**config.mk**
```make
export PLATFORM = sky130hd
export DESIGN_NAME = alu_issue_queue
export DESIGN_NICKNAME = d
export VERILOG_FILES = /design/src/rtl/alu_issue_queue.sv
export SDC_FILE = /design/constraint.sdc
export NUM_CORES = 2
export LEC_CHECK = 0
export ABC_AREA = 1
export CORE_ASPECT_RATIO = 1.2
export CORE_MARGIN = 1.5
export CORE_UTILIZATION = 43
export CTS_CLUSTER_SIZE = 25
export DETAILED_ROUTE_END_ITERATION = 10
export PLACE_DENSITY_LB_ADDON = 0.12
export SLEW_MARGIN = 5
export SYNTH_ARGS = -nofsm -noshare
export SYNTH_HDL_FRONTEND = slang
export SYNTH_SLANG_ARGS = --single-unit
```
**constraint.sdc**
```tcl
create_clock -name clk_i -period 3.77 [get_ports clk_i]
set_input_delay 0.377 -clock clk_i [delete_from_list [all_inputs] [get_ports clk_i]]
set_output_delay 0.377 -clock clk_i [all_outputs]
set_load 0.01 [all_outputs]
```
**src/rtl/alu_issue_queue.sv**
```systemverilog
// alu_issue_queue -- reservation station in front of execute_alu.
//
// Purpose:
//   Buffers dispatched ALU/branch uops until both source operands are known,
//   snoops writeback broadcasts to fill missing operands, and each cycle moves
//   the lowest-index ready entry into a registered issue slot that feeds
//   execute_alu.
//
// Handshakes (valid/ready, transfer happens on a rising edge when both are 1):
//   dispatch : disp_valid_i / disp_ready_o. disp_ready_o depends only on
//              registered occupancy; a dispatch is dropped while flush_i=1.
//   issue    : alu_valid_o / alu_ready_i. Slot contents stay stable while
//              alu_valid_o=1 and alu_ready_i=0.
//
// Ports:
//   clk_i, rst_i (async, active high), flush_i (synchronous pipeline flush)
//   disp_*      : dispatched uop, ROB tag and per-source {ready, tag, data}
//   wb_*        : NUM_WB writeback broadcasts, tags/data packed, port 0 in LSBs
//   alu_*       : registered issue slot towards execute_alu
//   count_o     : entries held in the queue, not counting the issue slot
//
// Optional feature (macro ALU_IQ_WB_BYPASS_EN):
//   When defined, select also treats a source as ready if a matching broadcast
//   is valid this cycle, and the issue slot captures the broadcast data
//   directly, saving one cycle from wakeup to issue.

package decode_pkg;
    typedef struct packed {
        logic [4:0] op;
        logic       is_branch;
        logic       has_rs2;
        logic [4:0] rd;
    } uop_t;
endpackage

module alu_issue_queue #(
    parameter int DEPTH  = 8,
    parameter int TAG_W  = 6,
    parameter int NUM_WB = 2
) (
    input  logic                       clk_i,
    input  logic                       rst_i,
    input  logic                       flush_i,
    input  logic                       disp_valid_i,
    output logic                       disp_ready_o,
    input  decode_pkg::uop_t           disp_uop_i,
    input  logic [TAG_W-1:0]           disp_rob_tag_i,
    input  logic                       disp_rs1_ready_i,
    input  logic                       disp_rs2_ready_i,
    input  logic [TAG_W-1:0]           disp_rs1_tag_i,
    input  logic [TAG_W-1:0]           disp_rs2_tag_i,
    input  logic [31:0]                disp_rs1_data_i,
    input  logic [31:0]                disp_rs2_data_i,
    input  logic [NUM_WB-1:0]          wb_valid_i,
    input  logic [NUM_WB*TAG_W-1:0]    wb_tag_i,
    input  logic [NUM_WB*32-1:0]       wb_data_i,
    output logic                       alu_valid_o,
    input  logic                       alu_ready_i,
    output decode_pkg::uop_t           alu_uop_o,
    output logic [31:0]                alu_rs1_data_o,
    output logic [31:0]                alu_rs2_data_o,
    output logic [TAG_W-1:0]           alu_rob_tag_o,
    output logic [$clog2(DEPTH):0]     count_o
);
    localparam int IDX_W = $clog2(DEPTH);
    localparam int CNT_W = IDX_W + 1;

    // Entry state
    logic [DEPTH-1:0]   valid_q, valid_d;
    logic [DEPTH-1:0]   rs1_rdy_q, rs1_rdy_d, rs2_rdy_q, rs2_rdy_d;
    decode_pkg::uop_t   uop_q [DEPTH];
    decode_pkg::uop_t   uop_d [DEPTH];
    logic [TAG_W-1:0]   rob_q [DEPTH];
    logic [TAG_W-1:0]   rob_d [DEPTH];
    logic [TAG_W-1:0]   rs1_tag_q [DEPTH];
    logic [TAG_W-1:0]   rs1_tag_d [DEPTH];
    logic [TAG_W-1:0]   rs2_tag_q [DEPTH];
    logic [TAG_W-1:0]   rs2_tag_d [DEPTH];
    logic [31:0]        rs1_data_q [DEPTH];
    logic [31:0]        rs1_data_d [DEPTH];
    logic [31:0]        rs2_data_q [DEPTH];
    logic [31:0]        rs2_data_d [DEPTH];
    logic [CNT_W-1:0]   count_q, count_d;

    // Issue slot state
    logic               alu_valid_q, alu_valid_d;
    decode_pkg::uop_t   alu_uop_q, alu_uop_d;
    logic [31:0]        alu_rs1_q, alu_rs1_d, alu_rs2_q, alu_rs2_d;
    logic [TAG_W-1:0]   alu_rob_q, alu_rob_d;

    // Select / dispatch helpers
    logic [DEPTH-1:0]   cand;
    logic [IDX_W-1:0]   sel_idx, free_idx;
    logic               slot_free, do_sel, accept;

    // True when any valid broadcast carries this tag.
    function automatic logic wb_hit(input logic [TAG_W-1:0] tag,
                                    input logic [NUM_WB-1:0] v,
                                    input logic [NUM_WB*TAG_W-1:0] tags);
        logic hit;
        hit = 1'b0;
        for (int p = 0; p < NUM_WB; p++)
            if (v[p] && tags[p*TAG_W +: TAG_W] == tag) hit = 1'b1;
        return hit;
    endfunction

    // Data of the lowest-index matching broadcast (scan downwards so the
    // lowest match is written last).
    function automatic logic [31:0] wb_pick(input logic [TAG_W-1:0] tag,
                                            input logic [NUM_WB-1:0] v,
                                            input logic [NUM_WB*TAG_W-1:0] tags,
                                            input logic [NUM_WB*32-1:0] data);
        logic [31:0] d;
        d = '0;
        for (int p = NUM_WB - 1; p >= 0; p--)
            if (v[p] && tags[p*TAG_W +: TAG_W] == tag) d = data[p*32 +: 32];
        return d;
    endfunction

    assign disp_ready_o   = (count_q != CNT_W'(DEPTH));
    assign count_o        = count_q;
    assign alu_valid_o    = alu_valid_q;
    assign alu_uop_o      = alu_uop_q;
    assign alu_rs1_data_o = alu_rs1_q;
    assign alu_rs2_data_o = alu_rs2_q;
    assign alu_rob_tag_o  = alu_rob_q;

    // Candidate vector and lowest-index pick for select and for free slot.
    always_comb begin
        cand     = '0;
        sel_idx  = '0;
        free_idx = '0;
        for (int i = DEPTH - 1; i >= 0; i--) begin
`ifdef ALU_IQ_WB_BYPASS_EN
            cand[i] = valid_q[i]
                && (rs1_rdy_q[i] || wb_hit(rs1_tag_q[i], wb_valid_i, wb_tag_i))
                && (rs2_rdy_q[i] || wb_hit(rs2_tag_q[i], wb_valid_i, wb_tag_i));
`else
            cand[i] = valid_q[i] && rs1_rdy_q[i] && rs2_rdy_q[i];
`endif
            if (cand[i])     sel_idx  = IDX_W'(i);
            if (!valid_q[i]) free_idx = IDX_W'(i);
        end
    end

    always_comb begin
        valid_d     = valid_q;
        rs1_rdy_d   = rs1_rdy_q;
        rs2_rdy_d   = rs2_rdy_q;
        uop_d       = uop_q;
        rob_d       = rob_q;
        rs1_tag_d   = rs1_tag_q;
        rs2_tag_d   = rs2_tag_q;
        rs1_data_d  = rs1_data_q;
        rs2_data_d  = rs2_data_q;
        alu_valid_d = alu_valid_q;
        alu_uop_d   = alu_uop_q;
        alu_rs1_d   = alu_rs1_q;
        alu_rs2_d   = alu_rs2_q;
        alu_rob_d   = alu_rob_q;

        // Wakeup: fill waiting sources from this cycle's broadcasts.
        for (int i = 0; i < DEPTH; i++) begin
            if (valid_q[i] && !rs1_rdy_q[i] && wb_hit(rs1_tag_q[i], wb_valid_i, wb_tag_i)) begin
                rs1_rdy_d[i]  = 1'b1;
                rs1_data_d[i] = wb_pick(rs1_tag_q[i], wb_valid_i, wb_tag_i, wb_data_i);
            end
            if (valid_q[i] && !rs2_rdy_q[i] && wb_hit(rs2_tag_q[i], wb_valid_i, wb_tag_i)) begin
                rs2_rdy_d[i]  = 1'b1;
                rs2_data_d[i] = wb_pick(rs2_tag_q[i], wb_valid_i, wb_tag_i, wb_data_i);
            end
        end

        // Select into the issue slot.
        slot_free = !alu_valid_q || alu_ready_i;
        do_sel    = slot_free && (|cand);
        if (slot_free) begin
            alu_valid_d = do_sel;
            if (do_sel) begin
                valid_d[sel_idx] = 1'b0;
                alu_uop_d        = uop_q[sel_idx];
                alu_rob_d        = rob_q[sel_idx];
`ifdef ALU_IQ_WB_BYPASS_EN
                alu_rs1_d = rs1_rdy_q[sel_idx] ? rs1_data_q[sel_idx]
                          : wb_pick(rs1_tag_q[sel_idx], wb_valid_i, wb_tag_i, wb_data_i);
                alu_rs2_d = rs2_rdy_q[sel_idx] ? rs2_data_q[sel_idx]
                          : wb_pick(rs2_tag_q[sel_idx], wb_valid_i, wb_tag_i, wb_data_i);
`else
                alu_rs1_d = rs1_data_q[sel_idx];
                alu_rs2_d = rs2_data_q[sel_idx];
`endif
            end
        end

        // Dispatch into the lowest free entry (free by registered state, so
        // an entry vacated by this cycle's select is reused only next cycle).
        accept = disp_valid_i && disp_ready_o && !flush_i;
        if (accept) begin
            valid_d[free_idx]   = 1'b1;
            uop_d[free_idx]     = disp_uop_i;
            rob_d[free_idx]     = disp_rob_tag_i;
            rs1_tag_d[free_idx] = disp_rs1_tag_i;
            rs2_tag_d[free_idx] = disp_rs2_tag_i;
            if (disp_rs1_ready_i) begin
                rs1_rdy_d[free_idx]  = 1'b1;
                rs1_data_d[free_idx] = disp_rs1_data_i;
            end else begin
                rs1_rdy_d[free_idx]  = wb_hit(disp_rs1_tag_i, wb_valid_i, wb_tag_i);
                rs1_data_d[free_idx] = wb_pick(disp_rs1_tag_i, wb_valid_i, wb_tag_i, wb_data_i);
            end
            if (!disp_uop_i.has_rs2) begin
                rs2_rdy_d[free_idx]  = 1'b1;
                rs2_data_d[free_idx] = '0;
            end else if (disp_rs2_ready_i) begin
                rs2_rdy_d[free_idx]  = 1'b1;
                rs2_data_d[free_idx] = disp_rs2_data_i;
            end else begin
                rs2_rdy_d[free_idx]  = wb_hit(disp_rs2_tag_i, wb_valid_i, wb_tag_i);
                rs2_data_d[free_idx] = wb_pick(disp_rs2_tag_i, wb_valid_i, wb_tag_i, wb_data_i);
            end
        end

        count_d = count_q + CNT_W'(accept) - CNT_W'(do_sel);

        // Flush drops every entry and the slot; this cycle's select is void.
        if (flush_i) begin
            valid_d     = '0;
            count_d     = '0;
            alu_valid_d = 1'b0;
        end
    end

    always_ff @(posedge clk_i or posedge rst_i) begin
        if (rst_i) begin
            valid_q     <= '0;
            rs1_rdy_q   <= '0;
            rs2_rdy_q   <= '0;
            count_q     <= '0;
            alu_valid_q <= 1'b0;
            alu_uop_q   <= '0;
            alu_rs1_q   <= '0;
            alu_rs2_q   <= '0;
            alu_rob_q   <= '0;
        end else begin
            valid_q     <= valid_d;
            rs1_rdy_q   <= rs1_rdy_d;
            rs2_rdy_q   <= rs2_rdy_d;
            count_q     <= count_d;
            alu_valid_q <= alu_valid_d;
            alu_uop_q   <= alu_uop_d;
            alu_rs1_q   <= alu_rs1_d;
            alu_rs2_q   <= alu_rs2_d;
            alu_rob_q   <= alu_rob_d;
        end
    end

    // Entry payload is qualified by valid_q, so it needs no reset.
    always_ff @(posedge clk_i) begin
        for (int i = 0; i < DEPTH; i++) begin
            uop_q[i]      <= uop_d[i];
            rob_q[i]      <= rob_d[i];
            rs1_tag_q[i]  <= rs1_tag_d[i];
            rs2_tag_q[i]  <= rs2_tag_d[i];
            rs1_data_q[i] <= rs1_data_d[i];
            rs2_data_q[i] <= rs2_data_d[i];
        end
    end

endmodule

```
==> Word-level counts from Yosys, hierarchy flattened <==
Index checks and enable logic that the tools add are counted.
{ "totals": {"wordCells": 430, "ff_bits": 863} }
{ "classes": {"magnitude_cmp": 7, "reduce_logical": 112, "bitwise_logic": 9, "muxes": 179, "add_sub_neg": 2, "n_eq_ne": 37} }
{ "ops": {"columns": ["operator", "count"], "rows": [
  ["32-bit 2-to-1 mux", 62],
  ["256-bit 2-to-1 mux", 5],
  ["256-bit bitwise mux", 4],
  ["256-bit bitwise AND", 1],
  ["256-bit inverter", 1],
  ["6-bit == test", 36],
  ["32-bit binary-select mux with 3-bit select", 2],
  ["48-bit bitwise mux", 3],
  ["96-bit bitwise mux", 1],
  ["32-bit demux with 3-bit select", 1],
  ["1-bit logical AND", 90],
  ["8-bit 2-to-1 mux", 9],
  ["1-bit 2-to-1 mux", 61],
  ["3-bit 2-to-1 mux", 16],
  ["12-bit binary-select mux with 3-bit select", 1],
  ["12-bit demux with 3-bit select", 1],
  ["12-bit 2-to-1 mux", 3],
  ["8-bit bitwise OR", 3],
  ["6-bit binary-select mux with 3-bit select", 1],
  ["6-bit demux with 3-bit select", 1],
  ["1-bit logical NOT", 18],
  ["6-bit 2-to-1 mux", 3],
  ["8-bit bitwise mux", 2],
  ["8-bit bitwise AND", 1],
  ["15 further kinds", 20]
]} }

==> Logic depth before layout (Yosys ltp) <==
{ "depth": {"ltp_word": 21, "ltp_mapped": 17, "ltp_nobuf": 14} }

==> Least setup slack after synthesis <==
No wires, ideal clock.
{ "synth_path": {"path_kind": "reg-to-reg", "from": "register count_q[2] (netlist: count_o[2])", "to": "register rob_q[24] (netlist bit) (enable)", "path_buffers": 2, "path_stages_with_launch": 10, "path_slack_ns": 1.342, "t_arrival_ns": 2.052, "path_cell_list": "dfrtp_1 -> inv_1 -> ha_1 -> nand2_1 -> nand3_2 -> inv_2 -> nand3_1 -> nor2_1 -> buf_2 -> buf_2"} }
{ "synth_between": {"elab_chain_len": 3} }
{ "synth_rtl": {"columns": ["item", "line", "rtl"], "rows": [
  ["start, declared", "83", "logic [CNT_W-1:0] count_q, count_d;"],
  ["start signal, assigned", "248", "count_q <= count_d;"],
  ["4-bit inequality test", "120", "assign disp_ready_o = (count_q != CNT_W'(DEPTH));"],
  ["net disp_ready_o", "45", "output logic disp_ready_o,"],
  ["1-bit logical AND (2 in series)", "197", "accept = disp_valid_i && disp_ready_o && !flush_i;"],
  ["end signal, assigned by index", "261", "rob_q[i] <= rob_d[i];"],
  ["end, declared", "73", "logic [TAG_W-1:0] rob_q [DEPTH];"]
]} }
The timed path passes the listed nets, and every way through them passes these cells.
A chain may end at the register's enable or synchronous reset.

==> Worst setup path in the final report <==
{ "layout_path": {"from": "register valid_q[3]", "to": "register alu_rs1_q[31] (netlist: alu_rs1_data_o[31])"} }
{ "layout_between": {"elab_chain_len": 10, "elab_cells_between_ends": 13, "cone_classes": "mux: 7; bitwise: 1; reduce/logical: 5"} }
{ "layout_rtl": {"columns": ["item", "line", "rtl"], "rows": [
  ["start, declared", "69", "logic [DEPTH-1:0] valid_q, valid_d;"],
  ["start signal, assigned", "245", "valid_q <= valid_d;"],
  ["1-bit logical AND * (2 in series)", "139", "cand[i] = valid_q[i] && rs1_rdy_q[i] && rs2_rdy_q[i];"],
  ["3-bit 2-to-1 mux (4 in series)", "141", "if (cand[i]) sel_idx = IDX_W'(i);"],
  ["3-bit inverter with 4-bit output (not written as such)", "189", "alu_rs1_d = rs1_data_q[sel_idx];"],
  ["32-bit binary-select mux with 3-bit select", "189", null],
  ["32-bit 2-to-1 mux (not written as such) (2 in series)", "189", null],
  ["end signal, assigned", "251", "alu_rs1_q <= alu_rs1_d;"],
  ["end, declared", "88", "logic [31:0] alu_rs1_q, alu_rs1_d, alu_rs2_q, alu_rs2_d;"]
]} }
Every way passes the cells marked *; elsewhere a longest branch is shown, timed or not. The select of a mux whose other input is x is not followed.

==> impl_metrics.py <==
metrics = {
    "min_path": {
        "holdCritPathClass": "in -> async",
    },
    "cts": {
        "numCtsBuffers": 97,
        "clkSlewWorstSetupHoldPaths_ns": 0.06,
        "cts_tree": "built",
        "h-tree-depth": 3,
        "cts_resized": 0,
        "hold_buffers": 0,
        "cts_setup_buffers": 0,
        "clkSinkCount": 863,
        "clock_latency_ns": 0.77,
        "clockRootBuffer": "clkbuf_16",
        "cts_max_path_buffers": 3,
    },
    "die": {
        "core_sq_um": 124500,
        "dieArea_sq_um": 127300,
        "rows": 142,
        "die_x_um": 326.0,
        "start_util": 0.4323,
        "dieHeight_um": 390.6,
        "io_pins": 267,
    },
    "sta": {
        "setup_viol": 0,
        "hold_viol_final": 0,
        "fin_setup_tns_ns": 0,
        "fin_crit_ns": 3.268,
        "worst_slew_pin_slew_ns": 1.339,
        "finClkSkew_ns": 0.03480,
        "period_share": 0.8668,
        "maxSlewHeadroom": 0.1075,
        "rsz0062_at_grt": "false",
        "timing.fmax_mhz": 306.0,
        "drv_slew": 0,
    },
    "setup_path": {
        "worstPathArrival_ns": 3.88,
        "start_kind": "flop",
        "reg2reg_from": "valid_q[3]$_DFF_PP0_",
        "r2r_slack_ns": 0.50,
        "path_max_fanout": 42,
        "reg2reg_depth": 11,
        "crit_path_end_kind": "flop",
        "rr_endpoint": "alu_rs1_data_o[31]$_DFFE_PP0P_",
        "critPathRequiredTime_ns": 4.39,
        "path_class": "reg -> reg",
    },
    "pwr": {
        "ir_drop_mv": 0.4682,
        "pwr_density_cell_nw_per_um2": 514.9,
        "p_leak_nw": 30.88,
    },
    "placed_design": {
        "routabilityCongestion": 1.015,
        "dp_hpwl_mm": 174.3,
        "io_buffer_count": 266,
    },
    "grt": {
        "grt_first_pass_wirelength_mm": 405.8,
        "overflow": 0,
        "grt_pass1_vias": 56700,
        "grt_max_degree": 163,
        "antenna_found_initial": 13,
        "grt_usage": 0.4395,
    },
    "route": {
        "drtIter0Drc": 9939,
        "num_vias": 61730,
        "postRouteAntennaNets": 0,
        "vias_per_cell": 5.927,
        "first_pass_iters": 7,
        "wl_mm": 288.1,
        "drc": 0,
        "wl_per_cell_um": 27.66,
    },
    "status": {
        "status": "complete, no violations",
    },
    "job": {
        "maxCapViolations": 0,
    },
    "synth": {
        "synth_area_sq_um": 53840,
        "synth_top_area_frac": 0.2508,
        "ys_seq_area_frac": 0.3758,
        "ys_warn_count": 0,
        "netlist_instances": 8625,
        "yosysMostFrequentCell": "nand2_1",
        "synthFlopType": "dfxtp_1",
        "synth_nets": 8810,
        "synth-seq-cells": 863,
        "yosys.area.top_type": "nand2_1",
        "synthArstFlopShare": 0.1286,
        "synth_cell_types": 45,
        "synth-edff-count": 240,
        "avgSynthCellArea_sq_um": 6.242,
        "synth_top_cells_by_count": "nand2_1, nand3_1, inv_1",
        "synth.area.top_cells": "nand2_1, dfxtp_1, edfxtp_1, nand3_1, dfrtp_1",
    },
    "cells_and_area": {
        "final_core_utilization": 0.5007,
        "seqCellArea_sq_um": 20230,
        "multi_input_area_sq_um": 27810,
        "drive_above_1_share": 0.07750,
        "filler_cell_count": 12750,
        "nets": 8848,
        "areaGrowthSynthToFinish_pct": 15.83,
    },
}
==> registers in the layout, indices dropped and copies added, names as in the netlist <==
| register | count |
|---|---|
| rs1_tag_q | 48 |
| rs1_rdy_q | 8 |
| alu_valid_o | 1 |
| uop_q | 96 |
| alu_uop_o | 12 |
| rob_q | 48 |
| valid_q | 8 |
| alu_rob_tag_o | 6 |
| count_o | 4 |
| rs2_rdy_q | 8 |
| alu_rs1_data_o | 32 |
| rs1_data_q | 256 |
| rs2_tag_q | 48 |
| rs2_data_q | 256 |
| alu_rs2_data_o | 32 |
==> kinds of logic after synthesis <==
kind of cell             synth area share
XOR/XNOR                         0.004718
flip-flops                         0.3758
AO/OA/AOI/OAI                     0.07297
adder cells (fa/ha/maj)          0.001534
AND/OR/NAND/NOR                    0.4334
buffers and inverters              0.1115
==> power by group <==
group | switching (mW) | internal, mW | leakage (nW)
clock | 4.61 | 6.18 | 1.72
combinational | 5.97 | 3.17 | 21.4
sequential | 0.890 | 11.3 | 7.74
total | 11.5 | 20.6 | 30.9
==> stage by stage <==
stage | setup WS, ns | instances | cell area (sq um) | hold slack, ns | power [mW]
after floorplan | 0.4623 | 8625 | 53840 | 0.4401 | 17.36
after global placement | 0.4930 | 10220 | 58810 | 0.4626 | 21.03
after detailed placement | 0.4987 | 10220 | 58810 | 0.4650 | 21.15
after CTS | 0.6504 | 10400 | 62330 | 0.05986 | 31.81
after global routing | 0.5184 | 10400 | 62330 | 0.08897 | 33.34
final | 0.5023 | 10420 | 62360 | 0.03109 | 32.11
==> final cells by class <==
type | count | area share
clock inverters | 56 | 0.01346
clock buffers | 128 | 0.04304
diodes | 12 | 0.0004815
multi-input cells | 6336 | 0.4459
repair buffers | 555 | 0.09009
inverters | 810 | 0.04932
well taps | 1656 | 0.03323
flip-flops and latches | 863 | 0.3245
==> cells in the final DEF, fill, tap and decap left out, types with 13 or more instances in the layout <==
master / synthesis / routed
nand2_1: 3597 / 3586
nand3_1: 1413 / 1411
inv_1: 738 / 730
dfxtp_1: 512 / 512
o21ai_0: 374 / 374
nor2_1: 365 / 360
clkdlybuf4s50_1: 0 / 265
edfxtp_1: 240 / 240
buf_4: 62 / 227
a21oi_1: 138 / 138
dfrtp_1: 111 / 111
clkbuf_16: 0 / 97
o211ai_1: 87 / 87
o21ai_1: 78 / 76
buf_12: 0 / 63
inv_2: 66 / 62
nand4_1: 61 / 61
or2_2: 49 / 49
nand2_2: 24 / 29
nor3_1: 28 / 28
clkinv_2: 0 / 18
clkbuf_1: 266 / 17
xor2_1: 16 / 16
bufinv_16: 0 / 16
o22ai_1: 14 / 14
clkbuf_8: 0 / 14
xnor2_1: 13 / 13
==> how the worst max path moves through the flow <==
stage / startpoint / to / slack [ns] / depth (start not counted)
after floorplan: rst_i / alu_rob_tag_o[0]$_DFFE_PP0P_ / 0.46 / 1
after global placement: wb_tag_i[8] / rs2_data_q[228]$_DFF_P_ / 0.49 / 12
after detailed placement: wb_tag_i[8] / rs2_data_q[228]$_DFF_P_ / 0.50 / 12
after CTS: valid_q[3]$_DFF_PP0_ / alu_rs1_data_o[31]$_DFFE_PP0P_ / 0.65 / 11
after global routing: valid_q[7]$_DFF_PP0_ / rs1_rdy_q[1]$_DFF_PP0_ / 0.52 / 13
final: valid_q[3]$_DFF_PP0_ / alu_rs1_data_o[31]$_DFFE_PP0P_ / 0.50 / 11
==> critical path: stages, from the launching register on <==
cell and delay [ns]:
dfrtp_1 0.51, nand3_1 0.20, nand2_1 0.18, nor2_4 0.33, o21ai_4 0.10, nand2_2 0.11, buf_4 0.88, nor2_1 0.11
nor2_1 0.15, nand2_1 0.07, nand3_1 0.36, nand2_1 0.11
==> routing by layer <==
| metal | GRT usage | wire length [um] |
|---|---|---|
| met3 | 0.1293 | 39640 |
| met4 | 0.3141 | 23770 |
| met1 | 0.5486 | 105700 |
| met2 | 0.6456 | 118700 |
| met5 | 0 | 244 |
(Power assumes the default switching activity.)
